--- src/rtl/adder_tree_acc.sv ---
// adder_tree_acc: pipelined signed adder tree (NUM_IN lanes per beat) followed
// by a group accumulator that sums beats between first/last markers.
// Optional feature macro: ADDER_TREE_ACC_SAT_EN (clamp result to OUT_W, drive ovf_o).
module adder_tree_acc #(
  parameter int NUM_IN = 9,
  parameter int IN_W   = 16,
  parameter int ACC_W  = 24,
  parameter int OUT_W  = 20,
  parameter int CNT_W  = 8
) (
  input  logic                   clk,
  input  logic                   rstn,
  input  logic                   vld_i,
  input  logic                   first_i,
  input  logic                   last_i,
  input  logic [NUM_IN*IN_W-1:0] din,
  output logic [OUT_W-1:0]       acc_o,
  output logic [CNT_W-1:0]       cnt_o,
  output logic                   ovf_o,
  output logic                   vld_o,
  output logic                   vld_o_prev
);

  localparam int L  = $clog2(NUM_IN);
  localparam int TW = IN_W + L;        // tree width: one growth bit per level
  localparam int NA = 2 * NUM_IN;      // padded operand slots so pair indices stay in range

  localparam logic signed [ACC_W-1:0] SAT_MAX = {{(ACC_W-OUT_W+1){1'b0}}, {(OUT_W-1){1'b1}}};
  localparam logic signed [ACC_W-1:0] SAT_MIN = {{(ACC_W-OUT_W+1){1'b1}}, {(OUT_W-1){1'b0}}};
  localparam logic [CNT_W-1:0]        CNT_MAX = {CNT_W{1'b1}};

  typedef logic signed [TW-1:0] tw_t;

  tw_t lvl_s  [0:L][0:NA-1];
  tw_t tree_d [1:L][0:NUM_IN-1];
  tw_t tree_q [1:L][0:NUM_IN-1];

  logic [L-1:0] vld_sr_d, vld_sr_q;
  logic [L-1:0] first_sr_d, first_sr_q;
  logic [L-1:0] last_sr_d, last_sr_q;

  logic signed [ACC_W-1:0] acc_d, acc_q;
  logic [CNT_W-1:0]        cnt_d, cnt_q;
  logic [OUT_W-1:0]        acc_o_d, acc_o_q;
  logic [CNT_W-1:0]        cnt_o_d, cnt_o_q;
  logic                    ovf_d, ovf_q;
  logic                    vld_o_d, vld_o_q;

  logic                    tv_s, tf_s, tl_s;
  logic signed [ACC_W-1:0] s_ext_s, acc_next_s;
  logic [CNT_W-1:0]        cnt_next_s;
  logic [OUT_W-1:0]        res_nar_s;
  logic                    res_ovf_s;

  // Gather operands per level: level 0 is the sign-extended input lanes, others the tree flops.
  always_comb begin
    lvl_s = '{default: '0};
    for (int k = 0; k < NUM_IN; k++) begin
      lvl_s[0][k] = tw_t'($signed(din[k*IN_W +: IN_W]));
    end
    for (int l = 1; l <= L; l++) begin
      for (int k = 0; k < NUM_IN; k++) begin
        lvl_s[l][k] = tree_q[l][k];
      end
    end
  end

  // Pairwise reduction per level; an odd leftover operand passes through unchanged.
  always_comb begin
    int n;
    tree_d = '{default: '0};
    n = NUM_IN;
    for (int l = 1; l <= L; l++) begin
      for (int i = 0; i < NUM_IN; i++) begin
        if (2*i + 1 < n) begin
          tree_d[l][i] = lvl_s[l-1][2*i] + lvl_s[l-1][2*i+1];
        end else if (2*i < n) begin
          tree_d[l][i] = lvl_s[l-1][2*i];
        end else begin
          tree_d[l][i] = '0;
        end
      end
      n = (n + 1) / 2;
    end
  end

  // Tree pipeline registers.
  always_ff @(posedge clk or negedge rstn) begin
    if (!rstn) begin
      tree_q <= '{default: '0};
    end else begin
      tree_q <= tree_d;
    end
  end

  // Control shift register aligned with the tree; flags only meaningful on valid beats.
  always_comb begin
    vld_sr_d      = '0;
    first_sr_d    = '0;
    last_sr_d     = '0;
    vld_sr_d[0]   = vld_i;
    first_sr_d[0] = vld_i & first_i;
    last_sr_d[0]  = vld_i & last_i;
    for (int k = 1; k < L; k++) begin
      vld_sr_d[k]   = vld_sr_q[k-1];
      first_sr_d[k] = first_sr_q[k-1];
      last_sr_d[k]  = last_sr_q[k-1];
    end
  end

  // Control shift register flops.
  always_ff @(posedge clk or negedge rstn) begin
    if (!rstn) begin
      vld_sr_q   <= '0;
      first_sr_q <= '0;
      last_sr_q  <= '0;
    end else begin
      vld_sr_q   <= vld_sr_d;
      first_sr_q <= first_sr_d;
      last_sr_q  <= last_sr_d;
    end
  end

  assign tv_s    = vld_sr_q[L-1];
  assign tf_s    = first_sr_q[L-1];
  assign tl_s    = last_sr_q[L-1];
  assign s_ext_s = ACC_W'(lvl_s[L][0]);

  // Accumulator next value: a first beat restarts from the tree sum, otherwise add with wrap.
  always_comb begin
    if (tf_s) begin
      acc_next_s = s_ext_s;
      cnt_next_s = {{(CNT_W-1){1'b0}}, 1'b1};
    end else begin
      acc_next_s = acc_q + s_ext_s;
      cnt_next_s = (cnt_q == CNT_MAX) ? CNT_MAX : cnt_q + {{(CNT_W-1){1'b0}}, 1'b1};
    end
  end

  // Narrow the group result to the output width (clamp or wrap depending on build).
  always_comb begin
`ifdef ADDER_TREE_ACC_SAT_EN
    if (acc_next_s > SAT_MAX) begin
      res_nar_s = SAT_MAX[OUT_W-1:0];
      res_ovf_s = 1'b1;
    end else if (acc_next_s < SAT_MIN) begin
      res_nar_s = SAT_MIN[OUT_W-1:0];
      res_ovf_s = 1'b1;
    end else begin
      res_nar_s = acc_next_s[OUT_W-1:0];
      res_ovf_s = 1'b0;
    end
`else
    res_nar_s = acc_next_s[OUT_W-1:0];
    res_ovf_s = 1'b0;
`endif
  end

  // Accumulator/output update: hold on bubbles, emit and clear on a last beat.
  always_comb begin
    acc_d   = acc_q;
    cnt_d   = cnt_q;
    acc_o_d = acc_o_q;
    cnt_o_d = cnt_o_q;
    ovf_d   = ovf_q;
    vld_o_d = 1'b0;
    if (tv_s) begin
      if (tl_s) begin
        acc_d   = '0;
        cnt_d   = '0;
        acc_o_d = res_nar_s;
        cnt_o_d = cnt_next_s;
        ovf_d   = res_ovf_s;
        vld_o_d = 1'b1;
      end else begin
        acc_d = acc_next_s;
        cnt_d = cnt_next_s;
      end
    end else begin
      acc_d = acc_q;
    end
  end

  // Accumulator and output registers.
  always_ff @(posedge clk or negedge rstn) begin
    if (!rstn) begin
      acc_q   <= '0;
      cnt_q   <= '0;
      acc_o_q <= '0;
      cnt_o_q <= '0;
      ovf_q   <= 1'b0;
      vld_o_q <= 1'b0;
    end else begin
      acc_q   <= acc_d;
      cnt_q   <= cnt_d;
      acc_o_q <= acc_o_d;
      cnt_o_q <= cnt_o_d;
      ovf_q   <= ovf_d;
      vld_o_q <= vld_o_d;
    end
  end

  assign acc_o      = acc_o_q;
  assign cnt_o      = cnt_o_q;
  assign ovf_o      = ovf_q;
  assign vld_o      = vld_o_q;
  assign vld_o_prev = tv_s & tl_s;

endmodule

--- config.mk ---
export PLATFORM = sky130hd
export DESIGN_NAME = adder_tree_acc
export DESIGN_NICKNAME = d
export VERILOG_FILES = /design/src/rtl/adder_tree_acc.sv
export SDC_FILE = /design/constraint.sdc
export NUM_CORES = 1
export LEC_CHECK = 0
export CORE_MARGIN = 1
export CORE_UTILIZATION = 42
export CTS_BUF_LIST = sky130_fd_sc_hd__clkbuf_16
export DETAILED_ROUTE_END_ITERATION = 8
export GPL_TIMING_DRIVEN = 0
export PLACE_DENSITY_LB_ADDON = 0.1
export SYNTH_ARGS = -nofsm -noshare
export SYNTH_HDL_FRONTEND = slang
export SYNTH_SLANG_ARGS = --single-unit
--- constraint.sdc ---
create_clock -name clk -period 2.4 [get_ports clk]
set_input_delay 0.24 -clock clk [delete_from_list [all_inputs] [get_ports clk]]
set_output_delay 0.24 -clock clk [all_outputs]
set_load 0.005 [all_outputs]
==> flow_metrics.tcl, run 1 <==
set metrics [dict create \
    p_per_area_mw_per_mm2 1190 \
    die_h_um 187 \
    dieArea_sq_mm 0.0348 \
    drt-initial-drc-count 354 \
    grtUsageMet1_pct 21.9 \
    syn_avg_cell_area_sq_um 10.7 \
    port_buffers 178 \
    maxSlewViolCount 0 \
    synth_area_leaders "dfrtp_1 (46%), ha_1 (14%), xnor2_1 (4.7%)" \
    cpPeakStageDelay_ns 0.42 \
    num_rows 67 \
    coreArea_sq_mm 0.0335 \
    hold_viol_final 0 \
    critPathArrivalTime_ns 2.94 \
    cts_root_buffer "clkbuf_16" \
    synth_top_area_share_pct 45.7 \
    ys.flop_type "dfrtp_1" \
    yosysSeqAreaShare_pct 45.7 \
    rsz0062_at_grt "yes" \
    synth_warnings 0 \
    dp_slack_ns -0.709 \
    ys_ff_latch 261 \
    cp-start-kind "flip-flop" \
    cts_tree "built" \
    met2_usage_pct 30.6 \
    viasPerCell 5.10 \
    met3_usage_pct 2.46 \
    gp_routability_congestion 0.891 \
    violations "negative setup slack" \
    nFillCells 2937 \
    critical_path.slowest_cell "dfrtp_1" \
    synth_nets 1644 \
    drcViolationCount 0 \
    final_layout_size_suffix_gt1_share_pct 12.7 \
    path_delay_family "compound AO/OA/AOI/OAI gates" \
    grt_pass1_vias 10666 \
    path_clk_slew_ns 0.06 \
    num_vias 10453 \
    grt_usage_pct 17.5 \
    synth_edf_count 0 \
    overflow 0 \
    syn_area_sq_mm 0.0143 \
    dp_hpwl_mm 22.8 \
    firstDrtPassIters 4 \
    chipWidth_um 187 \
    fin_worst_skew_ns 0.0152 \
    setup_ws_ns -0.146 \
    cts.path.max_buffers 3 \
    fmax_ghz 0.393 \
    synth_top_area_cell "dfrtp_1" \
    required_ns 2.80 \
    routedWlPerCell_um 14.6 \
    cts_sinks 261 \
    worst_pin_slew_ns 0.681 \
    final_cell_mix "dfrtp_1 (261), clkdlybuf4s50_1 (177), ha_1 (141), nand2_1 (89), nor2_1 (81)" \
    slew_headroom_pct 54.6 \
    cp_num_buf_inv 1 \
    routed_wl_mm 30.0 \
    antenna_found_initial 0 \
    busiest_layer "met2" \
    min_period_over_period_pct 106 \
    final_common_cell "dfrtp_1" \
    endpoint_kind "flip-flop" \
    irDropWorstVdd_v 0.000705 \
    holdCritPathClass "in2reg" \
    cts_buffers 30 \
    place_area_sq_mm 0.0167 \
    p_leak_nw 8.21 \
    start_util_pct 42.6 \
    ant_nets 0 \
    grt_pass1_wl_mm 50.6 \
    setup_viol 7 \
    crit_chain "ha_4 > a21o_1 > o21bai_4 > a311o_1 > a21oi_2 > o41ai_4 > buf_6 > a31o_1 > a211oi_2 > o221ai_1" \
    synthArstFlopShare_pct 100 \
    cp_max_fo 2 \
    final_cell_area_sq_mm 0.0185 \
    finalCriticalPeriod_ns 2.55 \
    fin_nets 1894 \
    syn_inst 1331 \
    fin_hold_ws_ns 0.127 \
    diodes 0 \
    max_cap_viol_count 0 \
    areaGrowthSynthToFinish_pct 29.6 \
    clock_latency_ns 0.55 \
    synth.distinct_cells 73 \
    boundaryPins 180 \
    cts_max_level 1 \
    outcome "finished, violations left" \
    worstSetupPathType "reg2reg" \
    grt_max_degree 98 \
]
[flip-flops by register name, summed over array words and instances (netlist names)]
register and cells:
cnt_q 8, lvl_s 192, acc_o 20, vld_sr_q 4, cnt_o 8, first_sr_q 4
acc_q 20, last_sr_q 4, vld_o 1
[power breakdown]
part	switching, mW	internal (mW)
Sequential	0.690	5.76
Clock	1.72	2.65
Combinational	5.81	5.47
[logic make-up (layout without fill, tap and decap cells)]
| family | Yosys count | after routing | share of synthesized area [%] |
|---|---|---|---|
| xor gates and xnor gates | 122 | 122 | 7.47 |
| DFF | 261 | 261 | 45.7 |
| buffers and inverters | 53 | 325 | 1.67 |
| adders and majority gates | 164 | 164 | 14.8 |
| AOI/OAI and AO/OA | 422 | 422 | 19.6 |
| muxes | 13 | 13 | 0.936 |
| and+or+nand+nor | 295 | 295 | 9.77 |
| other | 1 | 1 | 0.0262 |
[Yosys cell counts, drive strengths merged, types with 3 or more instances]
master,instances
and2,5
mux2i,10
nand4b,4
mux2,3
nor3b,4
a211oi,19
o211ai,5
o22ai,3
nor2b,21
dfrtp,261
o31ai,7
nand3,18
and3,8
o21bai,18
a221o,3
buf,4
nand4,7
or3,10
o2bb2ai,20
clkbuf,17
inv,31
nor3,21
a21o,61
xnor2,77
a21boi,5
nand2,91
fa,9
nor2,83
o31a,4
nor4b,3
a31o,3
ha,155
a2111oi,6
xor2,45
o21ai,97
o21a,29
a21oi,110
a31oi,11
o41ai,3
nand2b,15
[layout make-up]
type                       count  area, sq um  area share [%]
multi-input combinational   1017         8090            43.7
buffer                        19          110           0.594
clock buffer                  31          776            4.18
clock inverter                23          195            1.05
inverter                      31          116           0.628
timing repair buffer         221         2160            11.6
sequential                   261         6530            35.2
tap                          448          561            3.02
[metal layers]
layer	wire length [um]	vias up
met5	0	-
li1	-	5336
met4	937	0
met1	13300	4849
met3	1200	61
met2	14600	207
[through the flow]
stage	setup TNS [ns]	cells	power [mW]	util, %
after global placement	-2558.31	1957	16.0	49.6
after detailed placement	-14.68	1959	16.1	49.8
after CTS	-0.410	2035	21.5	54.1
after floorplan	-0.00293	1331	13.5	-
final	-0.558	2051	22.1	55.3
after global routing	-2.44	2051	23.9	55.3
[what timing repair did]
item,4_1_cts,5_1_grt
setup endpoints to repair,38,46
pin swaps,37,66
resized for setup,71,64
hold buffers,1,0
gates cloned,0,0
buffers inserted,23,19
endpoints found under the hold margin,76,0
[path summary, 6_finish.rpt]
kind                            slack (ns)         start            to  cells past startpoint
worst max-delay path                 -0.15    lvl_s[349]     acc_q[18]                     10
worst min-delay path                  0.13      din[128]   lvl_s[1340]                      1
worst max register to register       -0.15    lvl_s[349]     acc_q[18]                     10
worst min register to register        0.35  last_sr_q[1]  last_sr_q[2]                      0
max in group asynchronous             0.92          rstn   lvl_s[1412]                      4
min in group asynchronous             0.23          rstn      acc_q[1]                      2
Note: power is estimated with default switching activity, not from simulation.
==> inputs of run 2 (changes only) <==
- SKIP_CTS_REPAIR_TIMING: unset -> 1
==> flow_metrics.tcl, run 2 (synthesis gave the netlist of run 1 again) <==
set metrics [dict create \
    outcome "finished, violations left" \
    violations "negative setup slack" \
    worst_pin_slew_ns 0.668 \
    multi_input_area_sq_mm 0.00804 \
    dp_hpwl_mm 22.8 \
    final_common_cell "dfrtp_1" \
    maxSlewViolCount 0 \
    cp-start-kind "flip-flop" \
    endpoint_kind "flip-flop" \
    cpPeakStageDelay_ns 0.36 \
    num_vias 10393 \
    final_cell_mix "dfrtp_1 (261), clkdlybuf4s50_1 (171), ha_1 (140), nand2_1 (90), o21ai_0 (82)" \
    largest_reg_flops 192 \
    finalCriticalPeriod_ns 2.60 \
    firstDrtPassIters 4 \
    clock_latency_ns 0.55 \
    wl_met1_mm 13.3 \
    p_per_area_mw_per_mm2 1180 \
    grt_pass1_vias 10497 \
    cts_sinks 261 \
    antenna_found_initial 0 \
    irDropWorstVdd_v 0.000697 \
    min_period_over_period_pct 108 \
    grt_max_degree 98 \
    tns_ns -0.889 \
    coreArea_sq_mm 0.0335 \
    dp_slack_ns -0.709 \
    drcViolationCount 0 \
    chipWidth_um 187 \
    max_cap_viol_count 0 \
    areaGrowthSynthToFinish_pct 29.1 \
    ant_nets 0 \
    path_clk_slew_ns 0.06 \
    worstSetupPathType "reg2reg" \
    dieArea_sq_mm 0.0348 \
    routedWlPerCell_um 14.6 \
    cts_max_level 1 \
    cts_root_buffer "clkbuf_16" \
    cts_tree "built" \
    overflow 0 \
    die_h_um 187 \
    nFillCells 2951 \
    critPathArrivalTime_ns 3.00 \
    wl_met2_mm 14.5 \
    path_delay_family "compound AO/OA/AOI/OAI gates" \
    fin_nets 1888 \
    fin_hold_ws_ns 0.0975 \
    cp_num_buf_inv 2 \
    cts_buffers 30 \
    fmax_ghz 0.385 \
    p_leak_nw 8.20 \
    gp_routability_congestion 0.891 \
    final_layout_size_suffix_gt1_share_pct 11.8 \
    diodes 0 \
    wl_met3_mm 1.23 \
    routed_wl_mm 29.9 \
    required_ns 2.80 \
    fin_worst_skew_ns 0.0132 \
    grt_pass1_wl_mm 49.8 \
    port_buffers 178 \
    num_rows 67 \
    viasPerCell 5.08 \
    rsz0062_at_grt "yes" \
    boundaryPins 180 \
    hold_viol_final 0 \
    cp_max_fo 3 \
    grt_usage_pct 17.2 \
    setup_viol 12 \
    register_area_sq_mm 0.00653 \
    slew_headroom_pct 55.5 \
    critical_path.slowest_cell "dfrtp_1" \
    crit_chain "ha_2 > inv_2 > fa_2 > nor2b_2 > o21ai_2 > a21oi_2 > nor3_2 > o41ai_4 > buf_4 > a31oi_4 > a211oi_2 > o221ai_1" \
    drt-initial-drc-count 335 \
    setup_ws_ns -0.200 \
    top_layer_used "met4" \
    holdCritPathClass "in2reg" \
    cts.path.max_buffers 3 \
    start_util_pct 42.6 \
]
-- run 2: final timing paths --
check	startpoint	to	slack [ns]	cells after the start
max in group asynchronous	rstn	lvl_s[1412]	0.90	4
min in group asynchronous	rstn	acc_q[1]	0.24	2
worst min-delay path	din[49]	lvl_s[1401]	0.1	2
worst max-delay path	lvl_s[340]	acc_q[18]	-0.20	12
worst max register to register	lvl_s[340]	acc_q[18]	-0.20	12
worst min register to register	last_sr_q[1]	last_sr_q[2]	0.35	0
-- run 2: through the flow --
stage / instance area, sq um / power [mW] / utilization [%] / cells
2_1_floorplan: 14300 / 13.5 / - / 1331
3_3_place_gp: 16600 / 16.0 / 49.6 / 1957
3_5_place_dp: 16700 / 16.1 / 49.8 / 1959
4_1_cts: 17700 / 20.6 / 52.7 / 2013
5_1_grt: 18500 / 23.6 / 55.0 / 2045
6_report: 18500 / 21.8 / 55.0 / 2045
-- run 2: metal layers --
metal  GRT usage [%]  vias to the layer above
met2            29.8                      218
li1                -                     5316
met4            6.24                        0
met1            21.8                     4804
met3            2.44                       55
met5               0                        -
-- run 2: power by group --
| group | leakage, nW | switching, mW | internal (mW) |
|---|---|---|---|
| clock | 0.471 | 1.72 | 2.65 |
| combinational | 4.61 | 5.67 | 5.30 |
| sequential | 3.12 | 0.681 | 5.76 |
-- run 2: worst reg2reg max path: stages (launching register included) --
cell      delay [ns]
dfrtp_1         0.36
ha_2            0.20
inv_2           0.04
fa_2            0.34
nor2b_2         0.15
o21ai_2         0.08
a21oi_2         0.18
nor3_2          0.08
o41ai_4         0.28
buf_4           0.19
a31oi_4         0.11
a211oi_2        0.32
o221ai_1        0.14
-- run 2: cell type report --
cell class	instances	area share [%]
multi-input cells	1017	43.5
clock buffers	31	4.20
plain buffers	21	0.678
flip-flops and latches	261	35.4
well taps	448	3.04
clock inverters	23	1.06
inverters	31	0.651
repair buffers	213	11.5
